`src/rtl/regfile_seq_pkg.sv`:
```
// Shared types and constants for the regfile/datapath sequencer.
// State encoding, opcode/op values and instruction field positions.
package regfile_seq_pkg;

  typedef enum logic [2:0] {
    S_WAIT,
    S_DECODE,
    S_WIMM,
    S_GETA,
    S_GETB,
    S_ALU,
    S_WB
  } state_t;

  localparam logic [2:0] OPC_MOV = 3'b110;
  localparam logic [2:0] OPC_ALU = 3'b101;

  localparam logic [1:0] OP_MOVIMM = 2'b10;
  localparam logic [1:0] OP_MOVREG = 2'b00;
  localparam logic [1:0] OP_ADD    = 2'b00;
  localparam logic [1:0] OP_CMP    = 2'b01;
  localparam logic [1:0] OP_AND    = 2'b10;
  localparam logic [1:0] OP_MVN    = 2'b11;

  localparam int OPC_LO = 13;
  localparam int OP_LO  = 11;
  localparam int RN_LO  = 8;
  localparam int RD_LO  = 5;
  localparam int SH_LO  = 3;
  localparam int RM_LO  = 0;
  localparam int IMM_LO = 0;

  localparam logic VSEL_C   = 1'b0;
  localparam logic VSEL_IMM = 1'b1;

endpackage

```
`src/rtl/regfile_seq_ctrl.sv`:
```
// Moore sequencer: latches one instruction, then steps the regfile
// and datapath strobes through read, ALU and write-back cycles.
module regfile_seq_ctrl
  import regfile_seq_pkg::*;
#(
  parameter int DW = 16,
  parameter int RW = 3
) (
  input  logic          clk,
  input  logic          rst_n,
  input  logic          s,
  input  logic [15:0]   instr,
  output logic          w,
  output logic [RW-1:0] readnum,
  output logic [RW-1:0] writenum,
  output logic          write,
  output logic          loada,
  output logic          loadb,
  output logic          loadc,
  output logic          loads,
  output logic          asel,
  output logic          bsel,
  output logic          vsel,
  output logic [1:0]    shift,
  output logic [1:0]    aluop,
  output logic [DW-1:0] sximm8,
  output logic          err
);

  state_t      state;
  logic [15:0] ir;

  logic [2:0] opc;
  logic [1:0] op;
  logic [2:0] rn;
  logic [2:0] rd;
  logic [2:0] rm;
  logic [1:0] sh;
  logic [7:0] imm8;

  assign opc  = ir[OPC_LO +: 3];
  assign op   = ir[OP_LO +: 2];
  assign rn   = ir[RN_LO +: 3];
  assign rd   = ir[RD_LO +: 3];
  assign rm   = ir[RM_LO +: 3];
  assign sh   = ir[SH_LO +: 2];
  assign imm8 = ir[IMM_LO +: 8];

  logic is_movi;
  logic is_movr;
  logic is_alu;
  logic is_cmp;
  logic is_mvn;
  logic is_two;

  assign is_movi = (opc == OPC_MOV) && (op == OP_MOVIMM);
  assign is_movr = (opc == OPC_MOV) && (op == OP_MOVREG);
  assign is_alu  = (opc == OPC_ALU);
  assign is_cmp  = is_alu && (op == OP_CMP);
  assign is_mvn  = is_alu && (op == OP_MVN);
  // Two-operand ops read Rn first; the rest go straight to Rm.
  assign is_two  = is_alu && (op != OP_MVN);

  always_ff @(posedge clk or negedge rst_n) begin
    if (!rst_n) begin
      state <= S_WAIT;
      ir    <= '0;
      err   <= 1'b0;
    end else begin
      unique case (state)
        S_WAIT: begin
          if (s) begin
            ir    <= instr;
            err   <= 1'b0;
            state <= S_DECODE;
          end
        end
        S_DECODE: begin
          unique case (1'b1)
            is_movi:          state <= S_WIMM;
            is_movr, is_mvn:  state <= S_GETB;
            is_two:           state <= S_GETA;
            default: begin
              state <= S_WAIT;
              err   <= 1'b1;
            end
          endcase
        end
        S_WIMM: state <= S_WAIT;
        S_GETA: state <= S_GETB;
        S_GETB: state <= S_ALU;
        S_ALU:  state <= is_cmp ? S_WAIT : S_WB;
        S_WB:   state <= S_WAIT;
        default: state <= S_WAIT;
      endcase
    end
  end

  assign bsel   = 1'b0;
  assign shift  = is_movi ? 2'b00 : sh;
  assign aluop  = is_movr ? 2'b00 : op;
  assign sximm8 = {{(DW-8){imm8[7]}}, imm8};

  always_comb begin
    w        = 1'b0;
    readnum  = '0;
    writenum = '0;
    write    = 1'b0;
    loada    = 1'b0;
    loadb    = 1'b0;
    loadc    = 1'b0;
    loads    = 1'b0;
    asel     = 1'b0;
    vsel     = VSEL_C;
    unique case (state)
      S_WAIT: w = 1'b1;
      S_WIMM: begin
        writenum = RW'(rn);
        vsel     = VSEL_IMM;
        write    = 1'b1;
      end
      S_GETA: begin
        readnum = RW'(rn);
        loada   = 1'b1;
      end
      S_GETB: begin
        readnum = RW'(rm);
        loadb   = 1'b1;
      end
      S_ALU: begin
        asel  = is_movr;
        loadc = !is_cmp;
        loads = is_cmp;
      end
      S_WB: begin
        writenum = RW'(rd);
        vsel     = VSEL_C;
        write    = 1'b1;
      end
      default: ;
    endcase
  end

endmodule

```
`config.mk`:
```
export PLATFORM = sky130hd
export DESIGN_NAME = regfile_seq_ctrl
export DESIGN_NICKNAME = d
export VERILOG_FILES = /design/src/rtl/regfile_seq_pkg.sv /design/src/rtl/regfile_seq_ctrl.sv
export SDC_FILE = /design/constraint.sdc
export NUM_CORES = 1
export LEC_CHECK = 0
export CAP_MARGIN = 20
export CELL_PAD_IN_SITES_DETAIL_PLACEMENT = 1
export CELL_PAD_IN_SITES_GLOBAL_PLACEMENT = 2
export CORE_ASPECT_RATIO = 0.5
export CORE_MARGIN = 2
export CORE_UTILIZATION = 26
export CTS_CLUSTER_DIAMETER = 40
export CTS_CLUSTER_SIZE = 28
export DETAILED_ROUTE_END_ITERATION = 6
export PLACE_DENSITY = 0.89
export SLEW_MARGIN = 20
export SYNTH_ARGS = -nofsm -noshare
export SYNTH_HDL_FRONTEND = slang
export SYNTH_SLANG_ARGS = --single-unit
```
`constraint.sdc`:
```
create_clock -name clk -period 4.1 [get_ports clk]
set_clock_uncertainty 0.15 [all_clocks]
set_input_delay 0.41 -clock clk [delete_from_list [all_inputs] [get_ports clk]]
set_output_delay 0.41 -clock clk [all_outputs]
set_load 0.01 [all_outputs]
```
==> impl_metrics.ini <==
[logic_synthesis]
synth_cells = 110
synth-seq-cells = 20
synth_top_family_by_area = multiplexers
synthXorXnorAreaFrac = 0
ys_seq_area_frac = 0.406
ys_warn_count = 0
synth_area_leaders = dfrtp_1, mux2_4, buf_4
synth-compound-area-share = 0.0609
synth_top_area_share = 0.406
synth_ff_type = dfrtp_1
synth-async-reset-ratio = 1.00
synthMuxAreaShare = 0.210
synth_cell_types = 36
synth_enable_flop_cells = 0
syn_area_um2 = 1230
synth_top_area_cell = dfrtp_1
synthAdderAreaFrac = 0
synth_area_per_cell_um2 = 11.2
synth-simple-area-share = 0.166
synth_nets = 129
synth.most_common_cell = dfrtp_1
yosys-top-cells-count = dfrtp_1, buf_4, mux2_4

[layout]
fin_util = 0.388
antenna_cells = 0
areaGrowthSynthToFinish_pct = 41.0
layout.cells.non_filler = 209
drive_gt1_frac = 0.175
nets = 163

[clock_network]
clock_latency_ns = 0.26
cts_sinks = 20
hold_buffers = 0
ctsResizeCount = 0
cts_setup_buffers = 0
clock_path_buffers = 2
numCtsBuffers = 3
htree_levels = 1
tritoncts = yes
clk_pin_slew_ns = 0.08
cts_root_buf = clkbuf_8

[floorplan]
core_area_um2 = 4490
die_y_um = 52.7
row_count = 17
ios = 55
initial_core_util = 0.275
dieWidth_um = 101
die-area_um2 = 5350

[critical_path]
rr_startpoint = state[2]
reg2reg_to = ir[5]
setup.worst_path.start_class = register
r2r_setup_slack_ns = 2.07
arrival_ns = 2.12
worst_r2r_path_depth = 3
critPathCaptureType = output pin
path_max_fanout = 14
critPathRequiredTime_ns = 3.54
criticalPathCategory = register to output pin

[global_route]
grt_pass1_vias = 863
antenna_found_initial = 0
grt_use_total = 0.111
grt_first_pass_wirelength_um = 4480
grt_overflow = 0
grt_max_degree = 21

[timing]
hold_viol_final = 0
rsz0062_at_grt = false
min_period_ns = 2.68
timing.hold.ws_ns = 0.394
max_freq_mhz = 373
setup-violations-final = 0
worstMarginPinSlew_ns = 0.945
post-route-period-util = 0.654
relSlewSlack = 0.368
final.setup.worst_slack_ns = 1.42
maxSlewViolCount = 0
fin_setup_tns_ns = 0

[routing]
drt_pass1_iterations = 4
routed_wl_um = 3060
num_vias = 877
ant_nets = 0
drtIter0Drc = 24
viasPerCell = 4.20
wl_per_cell_um = 14.6
drc = 0

[place]
port_buffers = 53
routabilityCongestion = 0.746
dp_hpwl_um = 2380
placed_cells = 205
pre_cts_slack_ns = 1.68

[power_and_ir_drop]
vdd_ir_drop_max_v = 0.000192
powerDensity_nw_per_um2 = 762
power_leakage_nw = 0.701

[min_path]
hold_path_class = register to register
min_from = ir[4]
holdPathStages = 1
min_to = ir[4]

[flow_run]
drv_cap = 0

[outcome]
status = finished, final reports clean
## cells by family after synthesis
kind of cell / Yosys count
and+or+nand+nor: 31
buffers and inverters: 27
DFF: 20
other: 1
muxes: 20
AOI/OAI and AO/OA: 11
## state kept, by name, summed over array words and instances, names as in the netlist
signal	flops
err	1
state	3
ir	16
## cell usage in the layout, fill, tap and decap left out, drive strengths merged, types with 2 or more instances in the layout
master / Yosys / final
clkdlybuf4s50: 0 / 53
dfrtp: 20 / 20
mux2: 17 / 17
nor2: 8 / 8
and2: 4 / 4
inv: 3 / 3
nand3b: 3 / 3
nor3: 3 / 3
a22o: 3 / 3
mux2i: 3 / 3
nand2: 3 / 3
clkbuf: 3 / 3
a21oi: 2 / 2
o21ai: 2 / 2
## routing by layer
metal	wire [um]	up-vias	track usage	share of wire
li1	-	425	-	-
met1	1330	436	0.133	0.43
met2	1640	14	0.203	0.54
met3	69	2	0.0253	0.023
met4	19	0	0.0270	0.0062
met5	0	-	0	0
## critical path, cell delays in order, from the launching register on
cell	delay, ns
dfrtp_1	0.64
nor3b_1	0.45
a22o_1	0.22
clkdlybuf4s50_1	0.56
## report_power, final
part	total (W)	leakage [nW]	switching, W	internal (W)
clock	0.000196	0.0357	0.0000654	0.000130
combinational	0.000691	0.427	0.000254	0.000437
sequential	0.000439	0.239	0.000145	0.000294
total	0.00133	0.701	0.000464	0.000861
## worst max-delay path by stage
stage                  start         end  slack (ns)  cells past startpoint
floorplan           state[0]  readnum[0]        2.26                      3
CTS                 state[2]  readnum[1]        1.39                      3
global route        state[2]  readnum[1]        1.29                      3
detailed placement  state[2]  readnum[1]        1.68                      3
finish              state[2]  readnum[1]        1.42                      3
global placement    state[2]  readnum[0]        1.80                      3
## per-stage QoR
step | instance area (um2) | power [W]
after floorplan | 1230 | 0.000912
after global placement | 1670 | 0.00111
after detailed placement | 1670 | 0.00114
after CTS | 1740 | 0.00134
after global routing | 1740 | 0.00140
final | 1740 | 0.00133
## area by class of cell
cell class	count	area [um2]
fill	504	2750
multi-input combinational	63	543
timing repair buffer	53	531
sequential	20	500
tap	66	82.6
clock buffer	3	41.3
clock inverter	1	30.0
inverter	3	11.3
Power figures use the tool's default switching activity.
